**src/rtl/simon_seq_if.sv**
```systemverilog
// -----------------------------------------------------------------------------
// simon_seq_if
//   Groups the signals between the Simon game-control FSM (master) and the
//   sequence engine (slave). Clock and reset are not included; they stay as
//   plain ports on each module.
//
//   master -> slave : new_game, start_round, btn
//   slave -> master : random_seq, seq_active, end_of_sequence, input_valid,
//                     correct_input, round_complete, seq_length, max_reached
// -----------------------------------------------------------------------------
interface simon_seq_if #(
  parameter int MAX_LEN = 16
);
  localparam int LEN_W = $clog2(MAX_LEN + 1);

  // Control side
  logic             new_game;        // pulse: clear sequence, go idle
  logic             start_round;     // pulse: append a colour, start playback
  logic [3:0]       btn;             // player buttons, one-hot colour, level

  // Sequence engine side
  logic [1:0]       random_seq;      // colour currently being played
  logic             seq_active;      // high during each colour's on window
  logic             end_of_sequence; // 1-cycle pulse: playback finished
  logic             input_valid;     // 1-cycle pulse: a press was judged
  logic             correct_input;   // result of the last judged press, held
  logic             round_complete;  // 1-cycle pulse: whole sequence entered
  logic [LEN_W-1:0] seq_length;      // current stored length
  logic             max_reached;     // stored length == MAX_LEN

  modport master (
    output new_game, start_round, btn,
    input  random_seq, seq_active, end_of_sequence, input_valid,
           correct_input, round_complete, seq_length, max_reached
  );

  modport slave (
    input  new_game, start_round, btn,
    output random_seq, seq_active, end_of_sequence, input_valid,
           correct_input, round_complete, seq_length, max_reached
  );
endinterface

```
**src/rtl/simon_sequencer.sv**
```systemverilog
// -----------------------------------------------------------------------------
// simon_sequencer
//   Sequence engine for the Simon game. Stores the growing colour sequence,
//   appends one pseudo-random colour per round, plays the sequence back with
//   fixed on/off timing and then judges each player press against the stored
//   colour.
//
// Ports
//   clk  : system clock
//   rst  : synchronous, active-high reset
//   bus  : simon_seq_if.slave
//            in  new_game, start_round, btn[3:0]
//            out random_seq[1:0], seq_active, end_of_sequence, input_valid,
//                correct_input, round_complete, seq_length[LEN_W-1:0],
//                max_reached
//
// Parameters
//   MAX_LEN          maximum sequence length (2-bit colours)
//   STEP_ON_CYCLES   cycles each colour is shown (>= 1)
//   STEP_OFF_CYCLES  gap cycles after each colour (>= 1)
//   LFSR_SEED        LFSR reset value; zero is replaced by 8'h01
// -----------------------------------------------------------------------------
module simon_sequencer #(
  parameter int         MAX_LEN         = 16,
  parameter int         STEP_ON_CYCLES  = 4,
  parameter int         STEP_OFF_CYCLES = 2,
  parameter logic [7:0] LFSR_SEED       = 8'hA5
) (
  input  logic       clk,
  input  logic       rst,
  simon_seq_if.slave bus
);

  localparam int LEN_W = $clog2(MAX_LEN + 1);
  localparam int IDX_W = (MAX_LEN > 1) ? $clog2(MAX_LEN) : 1;
  localparam int STEP_MAX = (STEP_ON_CYCLES > STEP_OFF_CYCLES) ? STEP_ON_CYCLES
                                                               : STEP_OFF_CYCLES;
  localparam int CNT_W = (STEP_MAX > 1) ? $clog2(STEP_MAX) : 1;

  // An all-zero seed would lock the LFSR up, so it is replaced.
  localparam logic [7:0]       SEED      = (LFSR_SEED == 8'h00) ? 8'h01 : LFSR_SEED;
  localparam logic [LEN_W-1:0] MAX_LEN_V = LEN_W'(MAX_LEN);
  localparam logic [CNT_W-1:0] ON_LAST   = CNT_W'(STEP_ON_CYCLES - 1);
  localparam logic [CNT_W-1:0] OFF_LAST  = CNT_W'(STEP_OFF_CYCLES - 1);

  typedef enum logic [2:0] {
    ST_IDLE,
    ST_PLAY_ON,
    ST_PLAY_OFF,
    ST_INPUT,
    ST_FAIL
  } state_t;

  // ---------------------------------------------------------------------------
  // State
  // ---------------------------------------------------------------------------
  state_t           r_state;
  logic [7:0]       r_lfsr;
  logic [LEN_W-1:0] r_len;
  logic [LEN_W-1:0] r_play_idx;
  logic [LEN_W-1:0] r_input_idx;
  logic [CNT_W-1:0] r_cnt;
  logic [3:0]       r_btn_prev;
  logic [1:0]       r_random_seq;
  logic             r_eos;
  logic             r_valid;
  logic             r_correct;
  logic             r_round_done;
  logic             r_max;
  logic [1:0]       r_mem [MAX_LEN];

  // ---------------------------------------------------------------------------
  // Next-state values
  // ---------------------------------------------------------------------------
  state_t           w_state_nxt;
  logic [LEN_W-1:0] w_len_nxt;
  logic [LEN_W-1:0] w_play_idx_nxt;
  logic [LEN_W-1:0] w_input_idx_nxt;
  logic [CNT_W-1:0] w_cnt_nxt;
  logic [1:0]       w_random_seq_nxt;
  logic             w_eos_nxt;
  logic             w_valid_nxt;
  logic             w_correct_nxt;
  logic             w_round_done_nxt;

  logic             w_wr_en;
  logic [IDX_W-1:0] w_wr_addr;

  logic             w_lfsr_fb;
  logic [LEN_W-1:0] w_base_len;
  logic             w_start_ok;
  logic             w_append;
  logic             w_press;
  logic             w_onehot;
  logic [1:0]       w_btn_col;
  logic             w_hit;
  logic [LEN_W-1:0] w_play_next;
  logic [LEN_W-1:0] w_input_next;

  // Fibonacci LFSR, x^8 + x^6 + x^5 + x^4 + 1.
  assign w_lfsr_fb = r_lfsr[7] ^ r_lfsr[5] ^ r_lfsr[4] ^ r_lfsr[3];

  // new_game clears the length in the same cycle, so a simultaneous
  // start_round appends at index 0.
  assign w_base_len = bus.new_game ? '0 : r_len;

  // start_round is ignored during playback unless new_game aborts it first.
  assign w_start_ok = bus.start_round &&
                      (bus.new_game || (r_state == ST_IDLE) ||
                       (r_state == ST_INPUT) || (r_state == ST_FAIL));

  // A retry from FAIL replays the stored sequence without growing it.
  assign w_append  = w_start_ok && (w_base_len < MAX_LEN_V) &&
                     (bus.new_game || (r_state != ST_FAIL));
  assign w_wr_addr = w_base_len[IDX_W-1:0];

  // A press is a rising edge out of the all-released state; holding a button
  // or adding a second one does not re-trigger.
  assign w_press = (bus.btn != 4'b0000) && (r_btn_prev == 4'b0000);

  always_comb begin
    // NOTE: every combinational output gets a default first so no path leaves it unassigned and no latch is inferred.
    w_onehot  = 1'b1;
    w_btn_col = 2'd0;
    case (bus.btn)
      4'b0001: w_btn_col = 2'd0;
      4'b0010: w_btn_col = 2'd1;
      4'b0100: w_btn_col = 2'd2;
      4'b1000: w_btn_col = 2'd3;
      default: w_onehot  = 1'b0;
    endcase
  end

  assign w_hit        = w_onehot && (w_btn_col == r_mem[r_input_idx[IDX_W-1:0]]);
  assign w_play_next  = r_play_idx + LEN_W'(1);
  assign w_input_next = r_input_idx + LEN_W'(1);

  // ---------------------------------------------------------------------------
  // Next-state / output decode
  // ---------------------------------------------------------------------------
  always_comb begin
    w_state_nxt      = r_state;
    w_len_nxt        = r_len;
    w_play_idx_nxt   = r_play_idx;
    w_input_idx_nxt  = r_input_idx;
    w_cnt_nxt        = r_cnt;
    w_random_seq_nxt = r_random_seq;
    w_eos_nxt        = 1'b0;
    w_valid_nxt      = 1'b0;
    w_correct_nxt    = r_correct;
    w_round_done_nxt = 1'b0;
    w_wr_en          = 1'b0;

    if (bus.new_game) begin
      w_state_nxt   = ST_IDLE;
      w_len_nxt     = '0;
      w_correct_nxt = 1'b0;
    end

    if (w_start_ok) begin
      if (w_append) begin
        w_wr_en   = 1'b1;
        w_len_nxt = w_base_len + LEN_W'(1);
      end
      w_play_idx_nxt  = '0;
      w_input_idx_nxt = '0;
      w_cnt_nxt       = '0;
      w_correct_nxt   = 1'b0;
      w_state_nxt     = ST_PLAY_ON;
      // Entry 0 is being written this same cycle when the sequence was empty,
      // so take the colour straight from the LFSR in that case.
      w_random_seq_nxt = (w_base_len == '0) ? r_lfsr[1:0] : r_mem[0];
    end else if (!bus.new_game) begin
      case (r_state)
        ST_PLAY_ON: begin
          if (r_cnt == ON_LAST) begin
            w_cnt_nxt   = '0;
            w_state_nxt = ST_PLAY_OFF;
          end else begin
            w_cnt_nxt = r_cnt + CNT_W'(1);
          end
        end

        ST_PLAY_OFF: begin
          if (r_cnt == OFF_LAST) begin
            w_cnt_nxt = '0;
            if (w_play_next < r_len) begin
              w_play_idx_nxt   = w_play_next;
              w_random_seq_nxt = r_mem[w_play_next[IDX_W-1:0]];
              w_state_nxt      = ST_PLAY_ON;
            end else begin
              w_input_idx_nxt = '0;
              w_eos_nxt       = 1'b1;
              w_state_nxt     = ST_INPUT;
            end
          end else begin
            w_cnt_nxt = r_cnt + CNT_W'(1);
          end
        end

        ST_INPUT: begin
          if (w_press) begin
            w_valid_nxt   = 1'b1;
            w_correct_nxt = w_hit;
            if (!w_hit) begin
              w_state_nxt = ST_FAIL;
            end else if (w_input_next == r_len) begin
              w_round_done_nxt = 1'b1;
              w_state_nxt      = ST_IDLE;
            end else begin
              w_input_idx_nxt = w_input_next;
            end
          end
        end

        default: ;  // IDLE and FAIL wait for start_round / new_game
      endcase
    end
  end

  // ---------------------------------------------------------------------------
  // Registers
  // ---------------------------------------------------------------------------
  always_ff @(posedge clk) begin
    // NOTE: sequential state uses non-blocking assignments so every register samples pre-edge values.
    if (rst) begin
      r_state      <= ST_IDLE;
      r_lfsr       <= SEED;
      r_len        <= '0;
      r_play_idx   <= '0;
      r_input_idx  <= '0;
      r_cnt        <= '0;
      r_btn_prev   <= 4'b0000;
      r_random_seq <= 2'd0;
      r_eos        <= 1'b0;
      r_valid      <= 1'b0;
      r_correct    <= 1'b0;
      r_round_done <= 1'b0;
      r_max        <= 1'b0;
    end else begin
      r_state      <= w_state_nxt;
      r_lfsr       <= {r_lfsr[6:0], w_lfsr_fb};
      r_len        <= w_len_nxt;
      r_play_idx   <= w_play_idx_nxt;
      r_input_idx  <= w_input_idx_nxt;
      r_cnt        <= w_cnt_nxt;
      r_btn_prev   <= bus.btn;
      r_random_seq <= w_random_seq_nxt;
      r_eos        <= w_eos_nxt;
      r_valid      <= w_valid_nxt;
      r_correct    <= w_correct_nxt;
      r_round_done <= w_round_done_nxt;
      r_max        <= (w_len_nxt == MAX_LEN_V);
    end
  end

  // NOTE: the colour store has no reset; entries at or beyond r_len are never read, so clearing them buys nothing.
  always_ff @(posedge clk) begin
    if (w_wr_en) begin
      r_mem[w_wr_addr] <= r_lfsr[1:0];
    end
  end

  // ---------------------------------------------------------------------------
  // Outputs
  // ---------------------------------------------------------------------------
  assign bus.random_seq      = r_random_seq;
  assign bus.seq_active      = (r_state == ST_PLAY_ON);
  assign bus.end_of_sequence = r_eos;
  assign bus.input_valid     = r_valid;
  assign bus.correct_input   = r_correct;
  assign bus.round_complete  = r_round_done;
  assign bus.seq_length      = r_len;
  assign bus.max_reached     = r_max;

endmodule

```
**src/flat_wrapper.sv**
```systemverilog
// flat-port wrapper written by rule: the top's interface ports become plain ports
module simon_sequencer_flat 
#(
  parameter int         MAX_LEN         = 16,
  parameter int         STEP_ON_CYCLES  = 4,
  parameter int         STEP_OFF_CYCLES = 2,
  parameter logic [7:0] LFSR_SEED       = 8'hA5
)
  (clk, rst, bus_new_game, bus_start_round, bus_btn, bus_random_seq, bus_seq_active, bus_end_of_sequence, bus_input_valid, bus_correct_input, bus_round_complete, bus_seq_length, bus_max_reached);
  simon_seq_if #(.MAX_LEN(MAX_LEN)) bus_i ();
  input  logic clk;
  input  logic rst;
  input wire logic [$bits(bus_i.new_game)-1:0] bus_new_game;
  input wire logic [$bits(bus_i.start_round)-1:0] bus_start_round;
  input wire logic [$bits(bus_i.btn)-1:0] bus_btn;
  output wire logic [$bits(bus_i.random_seq)-1:0] bus_random_seq;
  output wire logic [$bits(bus_i.seq_active)-1:0] bus_seq_active;
  output wire logic [$bits(bus_i.end_of_sequence)-1:0] bus_end_of_sequence;
  output wire logic [$bits(bus_i.input_valid)-1:0] bus_input_valid;
  output wire logic [$bits(bus_i.correct_input)-1:0] bus_correct_input;
  output wire logic [$bits(bus_i.round_complete)-1:0] bus_round_complete;
  output wire logic [$bits(bus_i.seq_length)-1:0] bus_seq_length;
  output wire logic [$bits(bus_i.max_reached)-1:0] bus_max_reached;
  assign bus_i.new_game = bus_new_game;
  assign bus_i.start_round = bus_start_round;
  assign bus_i.btn = bus_btn;
  assign bus_random_seq = bus_i.random_seq;
  assign bus_seq_active = bus_i.seq_active;
  assign bus_end_of_sequence = bus_i.end_of_sequence;
  assign bus_input_valid = bus_i.input_valid;
  assign bus_correct_input = bus_i.correct_input;
  assign bus_round_complete = bus_i.round_complete;
  assign bus_seq_length = bus_i.seq_length;
  assign bus_max_reached = bus_i.max_reached;
  simon_sequencer #(.MAX_LEN(MAX_LEN), .STEP_ON_CYCLES(STEP_ON_CYCLES), .STEP_OFF_CYCLES(STEP_OFF_CYCLES), .LFSR_SEED(LFSR_SEED)) u_core (.clk(clk), .rst(rst), .bus(bus_i));
endmodule
```
**config.mk**
```make
export PLATFORM = sky130hd
export DESIGN_NAME = simon_sequencer_flat
export DESIGN_NICKNAME = d
export VERILOG_FILES = /design/src/rtl/simon_seq_if.sv /design/src/rtl/simon_sequencer.sv /design/src/flat_wrapper.sv
export SDC_FILE = /design/constraint.sdc
export NUM_CORES = 1
export LEC_CHECK = 0
export ABC_CLOCK_PERIOD_IN_PS = 7000
export BUFFER_PORTS_ARGS = -buffer_cell sky130_fd_sc_hd__buf_2
export CELL_PAD_IN_SITES_DETAIL_PLACEMENT = 1
export CELL_PAD_IN_SITES_GLOBAL_PLACEMENT = 1
export CORE_MARGIN = 2
export CORE_UTILIZATION = 25
export CTS_CLUSTER_SIZE = 8
export DETAILED_ROUTE_END_ITERATION = 16
export PLACE_DENSITY = 0.44
export SLEW_MARGIN = 20
export SYNTH_ARGS = -nofsm -noshare
export SYNTH_HDL_FRONTEND = slang
export SYNTH_SLANG_ARGS = --single-unit
```
**constraint.sdc**
```tcl
create_clock -name clk -period 7 [get_ports clk]
set_input_delay 0.35 -clock clk [delete_from_list [all_inputs] [get_ports clk]]
set_output_delay 0.35 -clock clk [all_outputs]
set_load 0.005 [all_outputs]
```
Yosys cells after proc, flatten, opt, wreduce, memory -nomap -nowiden:

Memory sizes are Yosys's and may differ from the RTL's. A register that Yosys moved wholly into a read port is not among the register bits.
Index checks and enable logic that the tools add are counted.
W data, S select, Z words.

* add/subtract/negate cells: 4
* multipliers: 0
* div/mod/pow operators: 0
* $lt $le $gt $ge: 2
* equal/unequal tests: 20
* shift-type cells: 0
* mux-type cells: 43
* bitwise operators: 9
* reductions and logical operators: 27

Operators by type and width (number)
* $mux W5: 8
* $mux W3: 7
* $mux W2: 9
* $add A5 B1 Y5 const B: 3
* $mux W1: 13
* $pmux W5 S2: 1
* $reduce_bool A2 Y1: 5
* $pmux W3 S3: 1
* $mux W4: 2
* $ne A2 B1 Y1 const B: 4
* $reduce_and A4 Y1: 2
* $reduce_or A4 Y1: 2
* $reduce_and A7 Y1: 1
* $eq A3 B2 Y1 const B: 2
* $not A1 Y1: 6
* $pmux W2 S3: 1
* $reduce_or A6 Y1: 1
* $eq A5 B5 Y1: 1
* $eq A5 B5 Y1 const B: 1
* $logic_and A1 B1 Y1: 5
* $logic_not A5 Y1: 1
* $lt A5 B5 Y1: 1
* $lt A5 B5 Y1 const B: 1
* $reduce_or A5 Y1: 1
* 20 further kinds: 26

* register bits: 39
* latch bits: 0
* bits in writable memories: 32
* memory bits (read-only): 0
* input bits: 8
* logic and storage cells: 120
* memories kept: 1

Memory list
* u_core.r_mem: depth 16, bits a word 2, rd ports 3, clocked after Yosys merged registers in 1, write ports 1, line simon_sequencer.sv:70 `logic [1:0] r_mem [MAX_LEN];`

Depth between registers and ports, before layout:

* word-level depth: 11
* depth in mapped cells: 11
* gate-level depth less buffers: 11

Least setup slack after synthesis:

No wires, ideal clock.

* path type: flip-flop to flip-flop
* start: register u_core.r_play_idx[1]
* end: register u_core.r_random_seq[1], in the netlist u_core.bus.random_seq[1]
* arrival time: 2.434 ns
* path slack: 4.434 ns
* stages on the path, launching flop included: 8
* path buffers: 1
* cell sequence: dfxtp_1 ha_1 clkbuf_1 mux4_2 mux4_2 and2_1 a211oi_1 a211oi_1

* longest elaborated chain between the ends: 7

RTL lines
* from (decl): line simon_sequencer.sv:60 `logic [LEN_W-1:0] r_play_idx;`
* from (signal assigned): line simon_sequencer.sv:244 `r_play_idx <= w_play_idx_nxt;`
* $add A5 B1 Y5 (*): line simon_sequencer.sv:135 `assign w_play_next = r_play_idx + LEN_W'(1);`
* via u_core.w_play_next[1]: line simon_sequencer.sv:97 `logic [LEN_W-1:0] w_play_next;`
* $mem_v2 Z16 W2
* $mux W2: line simon_sequencer.sv:187 `if (w_play_next < r_len) begin`
* $mux W2: line simon_sequencer.sv:185 `if (r_cnt == OFF_LAST) begin`
* $mux W2: line simon_sequencer.sv:174 `case (r_state)`
* $mux W2: line simon_sequencer.sv:173 `end else if (!bus.new_game) begin`
* $mux W2: line simon_sequencer.sv:160 `if (w_start_ok) begin`
* to (signal assigned): line simon_sequencer.sv:248 `r_random_seq <= w_random_seq_nxt;`
* to (decl): line simon_sequencer.sv:64 `logic [1:0] r_random_seq;`

The timed path passes the listed nets; every way through them passes the cells marked *. The select of a mux whose other input is x is not followed.
A chain may end at the register's enable or synchronous reset.

Worst setup path in the final report:

* start: register u_core.r_play_idx[0]
* end: register u_core.r_input_idx[0]

* longest elaborated chain between the ends: 4

RTL lines
* $add A5 B1 Y5: line simon_sequencer.sv:135
* via u_core.w_play_next[1]: line simon_sequencer.sv:97
* $lt A5 B5 Y1: line simon_sequencer.sv:187
* $ne A2 B2 Y1 (no line)
* $reduce_and A7 Y1 (no line)
* to (signal assigned): line simon_sequencer.sv:245 `r_input_idx <= w_input_idx_nxt;`
* to (decl): line simon_sequencer.sv:61 `logic [LEN_W-1:0] r_input_idx;`

The timed path passes the listed nets, and every way through them passes these cells.

==> key figures <==
Layout
  • # diodes: 0
  • Final Net Count: 386
  • Filler cells: 1688
  • Area Overhead vs Synth: 15.7%
  • Final instance area: around 4400 um^2
  • Reg area: 1820 um^2
  • Layout cells sized above 1: 0.154
  • Multi-input logic area: 1840 um^2
  • Util after Layout: 0.292

Synth
  • XOR/XNOR share of the synthesized area: 0.0461
  • Post-synth EDFFs: 32
  • Cell with the most instances after synthesis: dfxtp_1
  • Cells after Synth: 347
  • Synth Area in Compound Gates: 0.0933
  • Synth area leaders: edfxtp_1 25%, dfxtp_1 23%, mux4_2 7.7%, mux2i_1 5.3%, ha_1 4.3%
  • Sequential element share of the synthesized area: 0.480
  • Synth Warn #: 0
  • Synth Area in Adders: 0.0428
  • Library cells used by synthesis: 54
  • Netlist Area Pre-Place: 3800 um^2
  • Syn avg cell area: ~11 um^2
  • Mux cell area share after synthesis: 0.133
  • Net Count, Synth: about 370
  • Commonest cells in the netlist: 43 x dfxtp_1, 33 x nor2_1, 32 x edfxtp_1, 20 x inv_1, 20 x mux2i_1
  • Largest family of logic cells by synthesized area: simple AND/OR/NAND/NOR gates
  • Synth Flop Type: dfxtp_1
  • Post-synth top area share: 0.253
  • Async SR Flop Fraction: 0
  • FF+latch count, synth: 75
  • Synth Area in Simple Gates: 0.169
  • Yosys top cell by area: edfxtp_1

Clock tree
  • Worst-path clk slew: around 0.06 ns
  • CTS HTree Levels: 3
  • CTS Root Cell: clkbuf_16
  • Sink Count: 75
  • Clock Latency Late Sink: 0.34 ns
  • CTS resizes: 0
  • CTS tree: yes
  • CTS Hold Bufs: 0
  • Total setup buffers inserted after CTS: 0
  • CTS max path bufs: 2
  • CTS Buf Count: 9

Place
  • RD Place Congestion: 0.770
  • DPL Wire Length: ~8000 um
  • Port bufs: 20
  • Area post-placement: between 4000 and 5000 um^2

STA
  • Final setup fails: 0
  • Slew Viols, Final: 0
  • Slew HR: 0.412
  • Clock skew: 0.00837 ns
  • RSZ-0062 raised after global routing: no
  • F_max: between 200 and 300 MHz
  • Slew at the pin with the worst max-slew slack: ~0.9 ns
  • Setup TNS: 0 ns
  • Crit share post-route: 0.481
  • Post-route minimum period: approximately 3.4 ns
  • Fin. Hold Viols: 0

Worst setup path
  • FF-to-FF setup slack: ~3.6 ns
  • Startpoint Class: flop
  • Crit path from: u_core.r_play_idx[0]$_SDFFE_PP0P_
  • Slowest cell on the critical path: dfxtp_1
  • Critical Path, Cell by Cell: ha_1, ha_1, a21boi_0, o21a_1, o21a_1, o21ai_0, nand2b_1, a311oi_1, a21oi_1, mux2i_1
  • Reg2Reg Capture Point: u_core.r_input_idx[0]$_SDFFE_PP0P_
  • Worst r2r src: u_core.r_play_idx[0]$_SDFFE_PP0P_
  • CP arrival: 3.62 ns
  • CP max stage delay: about 0.67 ns
  • Kind of critical path: flop to flop
  • Critical path required time: around 7.3 ns
  • Worst setup path end: u_core.r_input_idx[0]$_SDFFE_PP0P_
  • Critical Path Fanout Max: 12
  • Reg2reg path depth: 10
  • Crit end category: flop

Die
  • Ports: 21
  • Rows: 45
  • Die W: between 100 and 150 um
  • Initial Utilization: 0.253
  • Core area: 15000 um^2
  • Chip height: between 100 and 150 um
  • Full die area: roughly 16000 um^2

Detailed routing
  • Pre-antenna DRT Iters: 4
  • Via count: 2684
  • Total wire length: between 10000 and 15000 um
  • DR vias/cell: roughly 4.8
  • Top sig layer: met4
  • # DRC: 0
  • DRC violation total after the first TritonRoute iteration: 112
  • Routed Antenna Nets: 0
  • WL/cell: roughly 19 um
  • Detail Route met3 WL: about 290 um
  • Met2 WL: around 4500 um
  • Met1 wire length: roughly 5300 um

GRT
  • Initial antenna violation count: 0
  • Vias in the first global route: between 2000 and 3000
  • Global-route wire length before repair: between 15000 and 20000 um
  • Gr usage total: 0.138
  • Largest net degree at the start of global routing: 20
  • GRT overflow: 0

Status
  • Status: finished clean

Power and ir drop
  • PwrDens: about 240 nW/um^2
  • VDD IR max: about 120 uV
  • Leak: 1.55 nW

Flow run
  • Max-cap viol count: 0

Worst hold path
  • Worst hold path class: primary input to flop
[kinds of logic after synthesis]
group	after synthesis
and+or+nand+nor	125
adders and majority gates	13
AOI/OAI and AO/OA	47
xor gates and xnor gates	20
DFF	75
buffers and inverters	33
muxes	34
[sequential cells by signal (all words and copies together) (netlist names), named ones only]
| signal | count |
|---|---|
| u_core.bus.random_seq | 2 |
| u_core.bus.max_reached | 1 |
| u_core.bus.correct_input | 1 |
| u_core.r_state | 3 |
| u_core.bus.input_valid | 1 |
| u_core.r_input_idx | 5 |
| u_core.r_mem | 32 |
| u_core.r_btn_prev | 4 |
| u_core.r_play_idx | 5 |
| u_core.bus.round_complete | 1 |
| u_core.bus.end_of_sequence | 1 |
| u_core.r_lfsr | 8 |
| u_core.r_cnt | 2 |
| u_core.bus.seq_length | 5 |
[power by group]
part	internal, mW	leakage [nW]	switching (mW)	total [mW]
Clock	0.320	0.153	0.182	0.502
Combinational	0.0210	0.754	0.0296	0.0506
Sequential	0.471	0.638	0.0156	0.487
[layout make-up]
cell class | instances | area share
clock buffer | 11 | 0.0553
clock inverter | 5 | 0.0174
inverter | 20 | 0.0171
multi-input combinational | 239 | 0.419
sequential | 75 | 0.415
tap | 188 | 0.0536
timing repair buffer | 20 | 0.0228
[worst max-delay path, delay by kind of cell (launching register included)]
kind	cells	cell delay, ns
AO/OA/AOI/OAI	6	1.33
multiplexers	1	0.20
flip-flops	1	0.67
AND/OR/NAND/NOR	1	0.17
adder cells (fa/ha/maj)	2	0.91
[how the worst min path moves through the flow]
stage | startpoint | cells after the start | end
after floorplan | u_core.r_lfsr[6]$_SDFF_PP0_ | 1 | u_core.r_lfsr[7]$_SDFF_PP1_
after global placement | u_core.r_lfsr[6]$_SDFF_PP0_ | 1 | u_core.r_lfsr[7]$_SDFF_PP1_
after detailed placement | u_core.r_lfsr[6]$_SDFF_PP0_ | 1 | u_core.r_lfsr[7]$_SDFF_PP1_
after CTS | bus_btn[0] | 2 | u_core.r_btn_prev[0]$_SDFF_PP0_
after global routing | bus_btn[0] | 2 | u_core.r_btn_prev[0]$_SDFF_PP0_
final | bus_btn[0] | 2 | u_core.r_btn_prev[0]$_SDFF_PP0_
[metrics by stage]
step           total power, mW  cells  hold slack (ns)  setup slack [ns]
2_1_floorplan            0.524    347            0.389              4.43
3_3_place_gp             0.548    542            0.393              3.74
3_5_place_dp             0.549    542            0.403              3.66
4_1_cts                   1.06    558            0.262              3.58
5_1_grt                   1.08    558            0.286              3.21
6_report                  1.04    558            0.273              3.63
[cell usage in the layout, fill, tap and decap left out, types with 13 or more instances in the layout]
cell type,Yosys,layout
dfxtp_1,43,43
nor2_1,33,33
edfxtp_1,32,32
inv_1,20,20
mux2i_1,20,20
buf_2,0,20
nand2_1,19,19
xnor2_1,14,14
mux4_2,13,13
ha_1,13,13
[routing by layer]
metal / track usage / vias up
li1: - / 1301
met1: 0.193 / 1335
met2: 0.207 / 35
met3: 0.0327 / 13
met4: 0.0524 / 0
met5: 0 / -
(Power assumes the default switching activity.)
